===== src/rtl/alu_shift_sequencer_pkg.sv =====
`default_nettype none
// ============================================================================
//  Module      : alu_shift_sequencer_pkg
//  Description : Shared definitions for the iterative shift sequencer:
//                shift op codes, FSM state codes and the helper that sizes
//                the per-cycle shift amount from STEP.
//  Revision    : 1.0 - initial release
// ============================================================================
package alu_shift_sequencer_pkg;

    // Shift operation codes as presented on req_op.
    localparam logic [1:0] kSAIL_SHIFTSEQ_OP_SLL  = 2'b00;
    localparam logic [1:0] kSAIL_SHIFTSEQ_OP_SRL  = 2'b01;
    localparam logic [1:0] kSAIL_SHIFTSEQ_OP_SRA  = 2'b10;
    localparam logic [1:0] kSAIL_SHIFTSEQ_OP_RSVD = 2'b11;

    // Sequencer state codes (2-bit binary).
    localparam logic [1:0] kSAIL_SHIFTSEQ_STATE_IDLE  = 2'd0;
    localparam logic [1:0] kSAIL_SHIFTSEQ_STATE_SHIFT = 2'd1;
    localparam logic [1:0] kSAIL_SHIFTSEQ_STATE_DONE  = 2'd2;

    // Width of the shift-amount field and of the remaining-bits counter.
    localparam int c_SHAMT_W = 5;

    typedef enum logic [1:0] {
        OP_SLL  = kSAIL_SHIFTSEQ_OP_SLL,
        OP_SRL  = kSAIL_SHIFTSEQ_OP_SRL,
        OP_SRA  = kSAIL_SHIFTSEQ_OP_SRA,
        OP_RSVD = kSAIL_SHIFTSEQ_OP_RSVD
    } op_e;

    typedef enum logic [1:0] {
        S_IDLE  = kSAIL_SHIFTSEQ_STATE_IDLE,
        S_SHIFT = kSAIL_SHIFTSEQ_STATE_SHIFT,
        S_DONE  = kSAIL_SHIFTSEQ_STATE_DONE
    } state_e;

    // Bits needed to represent a per-cycle shift of 0..step.
    function automatic int step_k_width(input int step);
        return $clog2(step + 1);
    endfunction

endpackage
`default_nettype wire


===== src/rtl/alu_shift_sequencer_shift_step.sv =====
`default_nettype none
// ============================================================================
//  Module      : shift_step
//  Description : Combinational single-step shifter. Shifts acc by k bits
//                (0..STEP) according to op; reserved op passes acc through.
//  Ports       : acc         in  WIDTH  value being shifted
//                op          in  2      shift operation
//                k           in  K_W    bits to shift this step (0..STEP)
//                shifted_acc out WIDTH  result of the step
//  Revision    : 1.0 - initial release
// ============================================================================
module shift_step
    import alu_shift_sequencer_pkg::*;
#(
    parameter int WIDTH = 32,
    parameter int STEP  = 1
) (
    input  logic [WIDTH-1:0]              acc,
    input  op_e                           op,
    input  logic [step_k_width(STEP)-1:0] k,
    output logic [WIDTH-1:0]              shifted_acc
);

    // k is only ever 0..STEP, so the shifter depth stays bounded by STEP.
    always_comb begin
        shifted_acc = acc;
        case (op)
            OP_SLL:  shifted_acc = acc << k;
            OP_SRL:  shifted_acc = acc >> k;
            OP_SRA:  shifted_acc = $unsigned($signed(acc) >>> k);
            default: shifted_acc = acc;
        endcase
    end

endmodule
`default_nettype wire


===== src/rtl/alu_shift_sequencer.sv =====
`default_nettype none
// ============================================================================
//  Module      : alu_shift_sequencer
//  Description : Iterative SLL/SRL/SRA unit. Accepts one request, shifts the
//                operand by up to STEP bits per cycle, then holds the result
//                until the consumer takes it. STEP must be 1, 2, 4 or 8.
//  Ports       : clk          in   1      core clock
//                reset        in   1      synchronous active-high reset
//                req_valid    in   1      request present
//                req_ready    out  1      unit can accept a request
//                req_op       in   2      00 SLL, 01 SRL, 10 SRA, 11 reserved
//                req_a        in   WIDTH  operand
//                req_shamt    in   5      shift amount 0..31
//                resp_valid   out  1      result available
//                resp_ready   in   1      consumer accepts result
//                resp_result  out  WIDTH  shifted value
//                busy         out  1      operation in flight (SHIFT/DONE)
//  Revision    : 1.0 - initial release
// ============================================================================
module alu_shift_sequencer
    import alu_shift_sequencer_pkg::*;
#(
    parameter int WIDTH = 32,
    parameter int STEP  = 1
) (
    input  logic             clk,
    input  logic             reset,
    input  logic             req_valid,
    output logic             req_ready,
    input  logic [1:0]       req_op,
    input  logic [WIDTH-1:0] req_a,
    input  logic [4:0]       req_shamt,
    output logic             resp_valid,
    input  logic             resp_ready,
    output logic [WIDTH-1:0] resp_result,
    output logic             busy
);

    localparam int                   c_K_W      = step_k_width(STEP);
    localparam logic [c_K_W-1:0]     c_STEP_K   = c_K_W'(STEP);
    localparam logic [c_SHAMT_W-1:0] c_STEP_REM = c_SHAMT_W'(STEP);

    state_e                r_state;
    logic [WIDTH-1:0]      r_acc;
    logic [c_SHAMT_W-1:0]  r_rem;
    op_e                   r_op;

    logic [c_K_W-1:0]      w_k;
    logic [c_SHAMT_W-1:0]  w_rem_next;
    logic [WIDTH-1:0]      w_step_acc;
    logic                  w_accept;

    // k = min(STEP, rem). When rem < STEP it fits in c_K_W bits, so the
    // slice is lossless; k never exceeds rem, so rem cannot wrap.
    assign w_k        = (r_rem < c_STEP_REM) ? r_rem[c_K_W-1:0] : c_STEP_K;
    assign w_rem_next = r_rem - c_SHAMT_W'(w_k);

    shift_step #(
        .WIDTH (WIDTH),
        .STEP  (STEP)
    ) u_shift_step (
        .acc         (r_acc),
        .op          (r_op),
        .k           (w_k),
        .shifted_acc (w_step_acc)
    );

    // Outputs decode registered state only; reset gates req_ready so no
    // request can be taken while reset is held.
    assign req_ready   = (r_state == S_IDLE) && !reset;
    assign resp_valid  = (r_state == S_DONE);
    assign busy        = (r_state != S_IDLE);
    assign resp_result = r_acc;
    assign w_accept    = req_valid && req_ready;

    always_ff @(posedge clk) begin
        if (reset) begin
            r_state <= S_IDLE;
            r_acc   <= '0;
            r_rem   <= '0;
            r_op    <= OP_SLL;
        end else begin
            case (r_state)
                S_IDLE: begin
                    if (w_accept) begin
                        r_acc <= req_a;
                        r_op  <= op_e'(req_op);
                        r_rem <= req_shamt;
                        // Zero shift and reserved op skip straight to DONE
                        // with the operand passed through unchanged.
                        if ((req_shamt == '0) || (req_op == kSAIL_SHIFTSEQ_OP_RSVD)) begin
                            r_state <= S_DONE;
                        end else begin
                            r_state <= S_SHIFT;
                        end
                    end
                end
                S_SHIFT: begin
                    r_acc <= w_step_acc;
                    r_rem <= w_rem_next;
                    if (w_rem_next == '0) begin
                        r_state <= S_DONE;
                    end
                end
                S_DONE: begin
                    if (resp_ready) begin
                        r_state <= S_IDLE;
                    end
                end
                default: r_state <= S_IDLE;
            endcase
        end
    end

endmodule
`default_nettype wire


===== config.mk =====
export PLATFORM = sky130hd
export DESIGN_NAME = alu_shift_sequencer
export DESIGN_NICKNAME = d
export VERILOG_FILES = /design/src/rtl/alu_shift_sequencer_pkg.sv /design/src/rtl/alu_shift_sequencer_shift_step.sv /design/src/rtl/alu_shift_sequencer.sv
export SDC_FILE = /design/constraint.sdc
export NUM_CORES = 1
export LEC_CHECK = 0
export ABC_AREA = 0
export BUFFER_PORTS_ARGS = -buffer_cell sky130_fd_sc_hd__buf_2
export CAP_MARGIN = 20
export CORE_UTILIZATION = 50
export CTS_CLUSTER_DIAMETER = 150
export CTS_CLUSTER_SIZE = 28
export DETAILED_ROUTE_END_ITERATION = 12
export GPL_TIMING_DRIVEN = 1
export PLACE_DENSITY_LB_ADDON = 0.05
export SLEW_MARGIN = 0
export SYNTH_ARGS = -nofsm -noshare
export SYNTH_HDL_FRONTEND = slang
export SYNTH_HIERARCHICAL = 1
export SYNTH_SLANG_ARGS = --single-unit

===== constraint.sdc =====
create_clock -name clk -period 5.6 [get_ports clk]
set_clock_uncertainty 0.05 [all_clocks]
set_input_delay 1.12 -clock clk [delete_from_list [all_inputs] [get_ports clk]]
set_output_delay 1.12 -clock clk [all_outputs]
set_load 0.01 [all_outputs]

**Word-level counts from Yosys, hierarchy flattened**

Index checks and enable logic that the tools add are counted.

- Muxes and demuxes: 11
- $add $sub $neg: 1
- Shift-type cells: 3
- $lt $le $gt $ge: 1
- Reduce and logical (&&, ||, !) cells: 14
- Equal/unequal tests: 9

Operator list:

| operator | number |
|---|---|
| 32-bit case mux with 3 select lines | 1 |
| 32-bit case mux with 2 select lines | 1 |
| 32-bit two-way mux | 1 |
| 32-bit by 1-bit << shifter with 32-bit output | 1 |
| 32-bit by 1-bit >> shifter with 32-bit output | 1 |
| 32-bit by 1-bit >>> shifter with 32-bit output | 1 |
| 5-bit zero test | 2 |
| 5-bit case mux with 2 select lines | 1 |
| 2-bit two-way mux | 4 |
| 2-bit equality test, second input constant | 3 |
| 2-bit case mux with 3 select lines | 1 |
| 3-bit AND reduction | 2 |
| 5-bit by 1-bit less-than comparator with 1-bit output, second input constant | 1 |
| 5-bit two-way mux | 1 |
| 5-bit by 1-bit subtractor with 5-bit output | 1 |
| 2-bit by 1-bit equality test with 1-bit output, second input constant | 2 |
| 2-bit zero test | 2 |
| 2-bit inequality test, second input constant | 2 |
| 4-bit by 1-bit inequality test with 1-bit output, second input constant | 1 |
| 2-bit AND reduction | 2 |
| 2-bit nonzero test | 2 |
| 1-bit logical AND | 2 |
| 2-bit by 1-bit inequality test with 1-bit output, second input constant | 1 |
| 1-bit zero test | 1 |
| 2 further kinds | 2 |

- Register bits: 41
- Output and inout port bits: 35
- Bits of input ports: 43

**Depth between registers and ports, before layout**

Gate-level depths: netlist (run 1).

- Depth after elaboration: 6
- Gate-level depth with buffers: 11

**Cells and area by module**

Netlist (run 1), hierarchy kept.

By module, submodules not included:

| module | cells an instance | instances | area each (µm²) |
|---|---|---|---|
| alu_shift_sequencer | 251 | 1 | 1979.4 |
| shift_step | 154 | 1 | 1517.7 |

**Worst setup path before layout (run 1)**

Ideal clock, no wire load.

- Path type: input port to output port
- From: input port reset
- To: output port req_ready
- Stages: 2
- Arrival time: 1.506 ns
- Path buffers: 1
- Required time: 4.430 ns
- Setup slack: 2.924 ns
- Path through: clkbuf_1 nor3_2

- Cells in the longest elaborated chain, start to end: 2

Ends and longest elaborated chain:

| what | RTL line | text |
|---|---|---|
| start, declared | alu_shift_sequencer.sv:27 | `input logic reset,` |
| 1-bit zero test | alu_shift_sequencer.sv:70 | `assign req_ready = (r_state == S_IDLE) && !reset;` |
| 1-bit logical AND | alu_shift_sequencer.sv:70 |  |
| end, declared | alu_shift_sequencer.sv:29 | `output logic req_ready,` |

Every way passes these cells.

**Worst setup path in the final report (run 1)**

Ends and elaborated chain as after synthesis.

==> results of run 1 <==
placed cells by master, fill, tap and decap left out, drive strengths merged:
master / instances
inv: 6
xor2: 1
nand2: 74
o2bb2ai: 1
o22ai: 61
nor4b: 1
nor2b: 3
a211oi: 3
o221a: 1
clkinv: 1
ha: 2
buf: 80
o31ai: 1
mux2i: 2
nor3: 4
nand3: 2
o211ai: 1
a221oi: 2
a21oi: 34
a21o: 2
nor3b: 1
a311oi: 33
clkbuf: 7
nand2b: 6
mux2: 29
nor2: 38
or4b: 1
or2: 1
a22oi: 1
dfxtp: 41
o21ai: 5
xnor2: 1
a31oi: 3
cells by family (layout without fill, tap and decap cells):
family / after synthesis / count (layout)
flip-flops: 41 / 41
buffers and inverters: 50 / 94
multiplexers: 31 / 31
AND/OR/NAND/NOR: 131 / 131
AO/OA/AOI/OAI: 148 / 148
XOR/XNOR: 2 / 2
adder cells (fa/ha/maj): 2 / 2
registers in the layout (all words and copies together), names as in the netlist:
| signal | flops |
|---|---|
| r_state | 2 |
| r_rem | 5 |
| r_op | 2 |
| resp_result | 32 |
tightest hold or removal path, delay by kind of cell, from the launching register on:
| kind | cells | cell delay (ps) |
|---|---|---|
| DFF | 1 | 350 |
| and+or+nand+nor | 1 | 80 |
| AOI/OAI and AO/OA | 1 | 60 |
report_power, final:
part / leakage (nW) / switching [mW] / internal [mW] / total (mW)
Clock: 0.0542 / 0.107 / 0.112 / 0.219
Combinational: 1.18 / 0.895 / 0.793 / 1.69
Sequential: 0.339 / 0.258 / 0.408 / 0.666
Total: 1.57 / 1.26 / 1.31 / 2.57
metrics by stage:
stage          setup slack (ps)  hold WS, ps
2_1_floorplan              2920          412
3_3_place_gp               2360          455
3_5_place_dp               2360          471
4_1_cts                    2360          484
5_1_grt                    2190          521
6_report                   2360          476
layout make-up:
class | count | area (µm²) | share of cell area, %
inverters | 6 | 22.5 | 0.596
clock buffers | 7 | 96.3 | 2.55
flip-flops and latches | 41 | 823 | 21.8
clock inverters | 1 | 5.00 | 0.133
well taps | 80 | 100 | 2.65
repair buffers | 80 | 408 | 10.8
multi-input cells | 314 | 2320 | 61.5
Yosys cell counts, types with 4 or more instances:
master    count
a21oi_1      11
a311oi_1     33
buf_6        12
buf_2        15
mux2_4       28
nor2_1       38
o22ai_1      33
o22ai_2      28
nand2b_1      4
buf_4         4
inv_1         5
a21oi_2      23
clkbuf_1      9
nand2_1      74
dfxtp_1      41
o21ai_0       4
worst paths after layout:
kind	from	endpoint	slack [ps]	depth (start not counted)
min reg2reg	r_rem[0]	r_rem[0]	480	2
max	reset	req_ready	2360	3
min	r_rem[0]	r_rem[0]	480	2
max reg2reg	r_rem[2]	resp_result[13]	2440	7
per-layer routing:
metal	track usage [%]	wire length, µm	up-vias
met4	6.52	62	0
met1	31.9	4250	1515
met3	2.50	335	5
li1	-	-	1594
met5	0	0	-
met2	39.6	4110	73
==> reports/summary.txt, run 1 <==
wire length per cell: 16.6 µm
Top FF cell, synth: dfxtp_1
PD cells: 681 mW/mm²
DRC: 0
worst rel slew slack: 26.4%
Max Cap Violations: 0
P_leak: 1.57 nW
global-route wire length before repair: 14200 µm
global route overflow: 0
Synth Area in Adders: 0.716%
minimum clock period: 3240 ps
Post-CTS Setup Inserts: 0
Initial Util: 51.8%
CTS clk-pin slew, worst paths: 80 ps
critical path fanouts, max: 44
Worst Setup End Kind: primary output
CTS buffer count: 5
Worst setup SP type: input pin
setup tns final: 0 ps
CTS Root Cell: clkbuf_8
crit-path leading delay family: buffers and inverters
Unique masters post-synth: 44
Power, Total: 2.57 mW
Post-Layout Cell Count: 529
mean post-synth cell area: 8.63 µm²
Worst-Skew Late Latency: 290 ps
Synth Area in XOR/XNOR: 0.501%
CTS tree: done
Syn. warnings: 6
Most common cell on crit path: buf_2
worst hold-check path type: reg -> reg
antenna violations before repair: 0
number of global-route vias before repair: 2857
Clock Path Buffers: 2
post-synth top area share: 23.5%
n_diodes: 0
CTS Hold Bufs: 0
drt first pass iters: 4
Area Growth Syn to Fin: 7.98%
dpl cell area: 0.00367 mm²
sequential-to-total area share from yosys stat: 23.5%
die height: 85.6 µm
mux share of post-synthesis cell area: 12.9%
die width: 85.6 µm
PortBufs: 77
DP HPWL: 5090 µm
final antenna-violating net count: 0
GPL Wtd Cong: 0.748
FFs w/ async S/R, synth: 0%
post-synthesis simple-gate area fraction: 16.4%
number of flops mapped to enable cells by yosys: 0
Compound-Gate Fraction of Synth Area: 35.7%
DIE AREA: 0.00733 mm²
Final Hold Vio Count: 0
Max VDD drop: 0.000349 V
CTS resizes: 0
Pins Over Slew Limit: 0
Layout Nets: 493
Boundary Pins: 78
status: complete, no violations
leading post-synthesis cells by cell area: dfxtp_1 (23%), mux2_4 (12%), o22ai_2 (10%)
post-route cell area: 0.00378 mm²
placed cells: 521
Final setup viols: 0
crit path cell chain: buf_2, nor3_2, buf_2
CP max-delay cell: buf_2
cell area after synthesis: 0.00350 mm²
Synth Register Bits: 41
RSZ-0062 raised after global routing: no
largest area contributor in the netlist: dfxtp_1
Worst-Margin Slew: 1100 ps
fin util: 55.9%
largest net degree at the start of global routing: 49
Worst EP arrival: 2070 ps
Fmax: 308 MHz
Cells after Synth: 405
final WL: 8760 µm
Setup Crit Path Kind: in -> out
fillers: 655
Max H-tree Level: 2
# clock sinks: 41
max incr delay on CP: 670 ps
drt via density: 6.02
period utilization: 57.9%
WP buf/inv: 2
critical path required time: 4430 ps
via count: 3187
share of cells above drive strength 1: 40.3%
syn_nets: 450
Tot GR Track Use: 23.5%
CORE AREA: 0.00676 mm²
main combinational cell family by area after synthesis: compound AO/OA/AOI/OAI gates
row count: 30
number of DRC markers in iteration 0: 193
Note: power is estimated with default switching activity, not from simulation.
==> run 2: changes to the inputs <==
ABC_AREA = 1   (was 0)
clock period = 3.1 ns   (was 5.6 ns; I/O delays follow)
==> run 2 against run 1 <==
  * Flip-flop and latch count did not move
  * Critical path type is now reg -> reg
  * Sequential power rose by 52%
  * Die area fell by 13%
  * Global-route usage rose by 2.4 points
  * Register-to-register slack got worse by 1300 ps
  * Total power rose by 46%
  * Wire length fell by 9.1%
==> reports/summary.txt, run 2 <==
synth cell count leaders: nand2_1 (308), nand3_1 (42), dfxtp_1 (41)
placed cells: 667 (+28%)
Synth Area in XOR/XNOR: 0% (-0.50 points)
critical path fanouts, max: 32 (-27%)
Synth Register Bits: 41 (unchanged)
Boundary Pins: 78 (unchanged)
final antenna-violating net count: 0 (unchanged)
Largest register FFs: 32 (unchanged)
most numerous cell in the Yosys netlist: nand2_1
mean post-synth cell area: 5.63 µm² (-35%)
Seq pwr share: 27.1% (+1.2 points)
area of the multi-input gates: 0.00192 mm² (-17%)
RR Endpoint: resp_result[26]
Tot GR Track Use: 25.9% (+2.4 points)
Hold Slack: 464 ps (-11.9 ps)
post-synthesis simple-gate area fraction: 47.9% (+32 points)
status: complete, no violations
Setup Crit Path Kind: reg -> reg
RSZ-0062 raised after global routing: no
Initial Util: 51.6% (-0.14 points)
switching part of the total: 53.9% (+4.9 points)
drt via density: 5.33 (-12%)
mux share of post-synthesis cell area: 0% (-13 points)
met3 Usage GRT: 3.43% (+0.93 points)
Final WS setup: 1120 ps (-1230 ps)
global-route wire length before repair: 13400 µm (-5.6%)
Compound-Gate Fraction of Synth Area: 14.3% (-21 points)
DRC: 0 (unchanged)
number of global-route vias before repair: 2999 (+5.0%)
Worst Setup End Kind: register
CTS clk-pin slew, worst paths: 80 ps (about the same)
Worst setup SP type: register
DIE AREA: 0.00639 mm² (-13%)
syn_nets: 585 (+30%)
Synth Area in Adders: 0.824% (+0.11 points)
post-synth top area share: 38.1% (+15 points)
switching power: 2.02 mW (+60%)
FF-to-FF setup slack: 1120 ps (-1320 ps)
Unique masters post-synth: 25 (-43%)
Most Used Layer, Global Route: met2
Reg2Reg Depth: 11 (+4)
Fmax: 506 MHz
worst rel slew slack: 51.3% (+25 points)
dpl cell area: 0.00336 mm² (-8.5%)
worst hold-check path type: reg -> reg
pre-CTS WS: 1140 ps (-1220 ps)
post-route cell area: 0.00344 mm² (-8.8%)
Post-Layout Cell Count: 675 (+28%)
die height: 79.9 µm (-6.6%)
largest net degree at the start of global routing: 38 (-22%)
PD cells: 1090 mW/mm² (+60%)
CORE AREA: 0.00589 mm² (-13%)
Max VDD drop: 0.000852 V (+140%)
Final setup viols: 0 (unchanged)
Syn. warnings: 6 (unchanged)
Cells after Synth: 540 (+33%)
Post-CTS Setup Inserts: 0 (unchanged)
commonest non-fill, non-tap cell in the layout: nand2_1
P_leak: 1.90 nW (+21%)
Power, Total: 3.75 mW (+46%)
share of cells above drive strength 1: 16.7% (-24 points)
P_int: 1.73 mW (+32%)
PortBufs: 77 (unchanged)
CTS resizes: 0 (unchanged)
clock share of power: 9.3% (+0.8 points)
cell area after synthesis: 0.00304 mm² (-13%)
Pins Over Slew Limit: 0 (unchanged)
Final Hold Vio Count: 0 (unchanged)
die width: 79.9 µm (-6.6%)
wire length per cell: 11.8 µm (-29%)
Top FF cell, synth: dfxtp_1
Max Cap Violations: 0 (unchanged)
GR Util met2: 43.9% (+4.3 points)
Max H-tree Level: 2 (unchanged)
largest area contributor in the netlist: nand2_1
critical path required time: 3280 ps (-1150 ps)
drt first pass iters: 4 (unchanged)
period utilization: 63.7%
# clock sinks: 41 (unchanged)
FFs w/ async S/R, synth: 0% (unchanged)
antenna violations before repair: 0 (unchanged)
Worst-Skew Late Latency: 290 ps (about the same)
Endpoint, Worst Hold: r_rem[4]
reg2reg start: r_rem[4]
Clock Path Buffers: 2 (unchanged)
hold_sp: r_rem[4]
row count: 28 (-6.7%)
CTS Hold Bufs: 0 (unchanged)
Worst EP arrival: 2150 ps (+80 ps)
commonest non-fill, non-tap cells in the layout: nand2_1 (308), buf_2 (77), nand3_1 (42)
Worst-Margin Slew: 730 ps (-374 ps)
minimum clock period: 1980 ps
via count: 3595 (+13%)
leading post-synthesis cells by cell area: nand2_1 (38%), dfxtp_1 (27%), a31oi_1 (7.0%)
GPL Wtd Cong: 0.814 (+8.9%)
final WL: 7960 µm (-9.1%)
fin util: 58.5% (+2.6 points)
register area: 821 µm² (-0.30%)
n_diodes: 0 (unchanged)
main combinational cell family by area after synthesis: simple AND/OR/NAND/NOR gates
number of DRC markers in iteration 0: 233 (+21%)
fillers: 631 (-3.7%)
CTS Root Cell: clkbuf_8
met1 Track Usage GR: 35.0% (+3.1 points)
Area Growth Syn to Fin: 13.3%
Hold Path Stages: 2 (unchanged)
DP HPWL: 5290 µm (+3.9%)
setup tns final: 0 ps (unchanged)
Logic pwr share: 63.6% (-2.0 points)
Layout Nets: 644 (+31%)
global route overflow: 0 (unchanged)
sequential-to-total area share from yosys stat: 27.0% (+3.5 points)
CTS buffer count: 5 (unchanged)
number of flops mapped to enable cells by yosys: 0 (unchanged)
CTS tree: done
==> run 2: changes by cell type in the layout (fill, tap and decap cells not counted), sizes merged, moves of 30 or more <==
| cell | change |
|---|---|
| o21ai | +30 |
| a311oi | -33 |
| nand2 | +236 |
| o22ai | -60 |
| a31oi | +31 |
| nand3 | +41 |
==> run 2: final cells by class <==
cell class	count	area share, %
clock buffer	8	2.33
inverter	22	2.47
multi-input combinational	444	55.7
sequential	41	23.8
tap	75	2.73
timing repair buffer	85	12.9
==> run 2: critical path: stages (launching register included) <==
cell and delay, ps:
dfxtp_1 330, inv_1 80, nand2_1 70, inv_1 70, nand3_1 300, inv_4 400
nand2_1 140, nand2_1 100, nand2_1 50, nand3_1 70, nand2_1 60, a31oi_1 180
==> run 2: worst max-delay path by stage <==
stage,start,end,depth (start not counted)
floorplan,r_rem[3],r_state[0],14
global placement,r_rem[4],resp_result[7],11
detailed placement,r_rem[4],resp_result[6],11
CTS,r_rem[4],resp_result[26],11
global route,r_rem[2],resp_result[3],9
finish,r_rem[4],resp_result[26],11
==> run 2: power groups by stage <==
stage | Combinational (mW) | Sequential [mW] | Clock [mW]
after floorplan | 1.90 | 1.06 | 0
final | 2.39 | 1.01 | 0.348
after global routing | 2.73 | 1.06 | 0.384
after CTS | 2.39 | 1.01 | 0.357
after global placement | 2.33 | 1.02 | 0
after detailed placement | 2.37 | 1.02 | 0
==> run 2: logic make-up (layout without fill, tap and decap cells) <==
group                      after synthesis  in the layout
adders and majority gates                2              2
buffers and inverters                   55            115
AOI/OAI and AO/OA                       77             77
and+or+nand+nor                        365            365
DFF                                     41             41
==> run 2: layer usage <==
layer	share of wire [%]	wire length (µm)
met1	47	3750
met2	46	3700
met3	5.9	470
met4	0.55	44
met5	0	0
==> run 3: changes to the inputs <==
CORE_UTILIZATION = 49   (was 50)
clock period = 1.61 ns   (was 3.1 ns; I/O delays follow)
==> run 3 against run 2 <==
  * The run now ends with setup timing left
  * Final area increased by 20%
  * Register-to-register slack lost 1100 ps
  * Hold slack got worse by 270 ps
  * First-iteration DRC count fell by 18%
  * Clock power increased by 96%
  * Setup slack got worse by 1100 ps
  * Sequential power grew 110%
  * Die area increased by 2.0%
  * Utilization rose by 11 points
  * Via count rose by 5.2%
  * Maximum frequency increased by 21%
  * Largest cell class unchanged
  * Highest routed layer unchanged
==> reports/summary.txt, run 3 (synthesis results as in run 2) <==
critical path fanouts, max: 2 (-94%)
row count: 28 (unchanged)
P_leak: 2.27 nW (+19%)
drt first pass iters: 5 (+1)
RR Endpoint: r_state[0]
Layout Nets: 669 (+3.9%)
Hold Slack: 197 ps (-267 ps)
global route overflow: 0 (unchanged)
CTS Root Cell: clkbuf_8
number of global-route vias before repair: 3153 (+5.1%)
Worst Setup End Kind: register
Worst Setup SP: r_rem[3]
commonest non-fill, non-tap cells in the layout: nand2_1 (239), buf_2 (77), nand2_2 (58)
pre-CTS WS: -50.7 ps (-1190 ps)
CTS clk-pin slew, worst paths: 80 ps (about the same)
Critical Path End: r_state[0]
Post-Layout Cell Count: 700 (+3.7%)
CTS tree: done
via count: 3781 (+5.2%)
Worst EP arrival: 1780 ps (-370 ps)
reg2reg start: r_rem[3]
status: finished with violations
critical path required time: 1760 ps (-1520 ps)
# clock sinks: 41 (unchanged)
Max Cap Violations: 0 (unchanged)
Final setup viols: 3 (+3)
Initial Util: 51.0% (-0.61 points)
antenna violations before repair: 0 (unchanged)
drt via density: 5.40 (+1.4%)
die height: 80.7 µm (+0.99%)
Boundary Pins: 78 (unchanged)
final WL: 9370 µm (+18%)
Fmax: 611 MHz (+21%)
CTS Hold Bufs: 0 (unchanged)
RSZ-0062 raised after global routing: yes
wire length per cell: 13.4 µm (+13%)
Worst-Skew Late Latency: 290 ps (about the same)
worst hold-check path type: in -> reg
Final Hold Vio Count: 0 (unchanged)
commonest non-fill, non-tap cell in the layout: nand2_1
placed cells: 681 (+2.1%)
DIE AREA: 0.00652 mm² (+2.0%)
number of DRC markers in iteration 0: 192 (-18%)
period utilization: 102% (+38 points)
PortBufs: 77 (unchanged)
Setup Crit Path Kind: reg -> reg
Reg2Reg Depth: 15 (+4)
worst rel slew slack: 74.4% (+23 points)
Max H-tree Level: 2 (unchanged)
setup tns final: -66.5 ps (-66.5 ps)
CORE AREA: 0.00596 mm² (+1.2%)
share of cells above drive strength 1: 34.6% (+18 points)
Tot GR Track Use: 26.6% (+0.74 points)
CTS buffer count: 5 (unchanged)
die width: 80.7 µm (+0.99%)
Worst-Margin Slew: 384 ps (-346 ps)
GPL Wtd Cong: 0.824 (+1.3%)
Worst setup SP type: register
Clock Path Buffers: 2 (unchanged)
Final WS setup: -25.8 ps (-1150 ps)
final antenna-violating net count: 0 (unchanged)
n_diodes: 0 (unchanged)
failing checks: setup timing
largest net degree at the start of global routing: 65 (+71%)
Power, Total: 9.75 mW (+160%)
Area Growth Syn to Fin: 35.6%
FF-to-FF setup slack: -30 ps (-1150 ps)
DP HPWL: 5730 µm (+8.3%)
Largest register FFs: 32 (unchanged)
Pins Over Slew Limit: 0 (unchanged)
DRC: 0 (unchanged)
Hold Path Stages: 3 (+1)
minimum clock period: 1640 ps (-340 ps)
Max VDD drop: 0.00110 V (+29%)
global-route wire length before repair: 13900 µm (+4.2%)
PD cells: 2370 mW/mm² (+120%)
run 3: final cells by class:
cell class              instances  area, µm²
clock buffers                   8       80.1
fillers                       548       1840
inverters                      22        109
multi-input cells             444       2240
flip-flops and latches         41        823
well taps                      75       93.8
repair buffers                108        744
repair inverters                2       26.3
run 3: how the worst min path moves through the flow:
stage	startpoint	to	slack, ps
floorplan	reset	r_rem[0]	340
global placement	r_op[0]	r_op[0]	470
detailed placement	r_op[0]	r_op[0]	470
CTS	req_op[0]	r_op[0]	190
global route	req_op[1]	r_op[1]	200
finish	req_op[0]	r_op[0]	200
run 3: through the flow:
stage / util, % / instance area (µm²)
6_report: 69.2 / 4120
5_1_grt: 69.2 / 4120
4_1_cts: 60.3 / 3590
3_5_place_dp: 58.7 / 3490
3_3_place_gp: 58.7 / 3490
2_1_floorplan: - / 3040
run 3: power by group:
part           leakage [nW]  switching (mW)  internal, mW  total (mW)
combinational          1.89            4.06          2.91        6.97
sequential            0.340           0.656          1.45        2.10
clock                0.0395           0.373         0.309       0.682
total                  2.27            5.09          4.67        9.75
run 3: routing by layer:
metal / global-route usage [%] / routed length [µm] / vias up
met5: 0 / 0 / -
met3: 4.72 / 632 / 10
met4: 5.54 / 106 / 0
li1: - / - / 1911
met2: 46.7 / 4660 / 149
met1: 34.0 / 3970 / 1711
run 3: critical path, stage by stage, from the launching register on:
cell and delay (ps):
dfxtp_2 330, inv_2 60, nand2_2 60, inv_2 80, a21oi_2 70, buf_4 140, buf_4 130, inv_1 50
ha_1 130, inv_1 40, nor2_1 70, nand3_1 70, nand2_1 80, nand4_1 80, nand2_1 70, inv_1 30
run 3: repair_timing:
action	CTS	global route
setup buffers	0	6
resized for setup	5	121
pin swaps	0	71
endpoints found under the setup margin	33	34
cloned	0	5
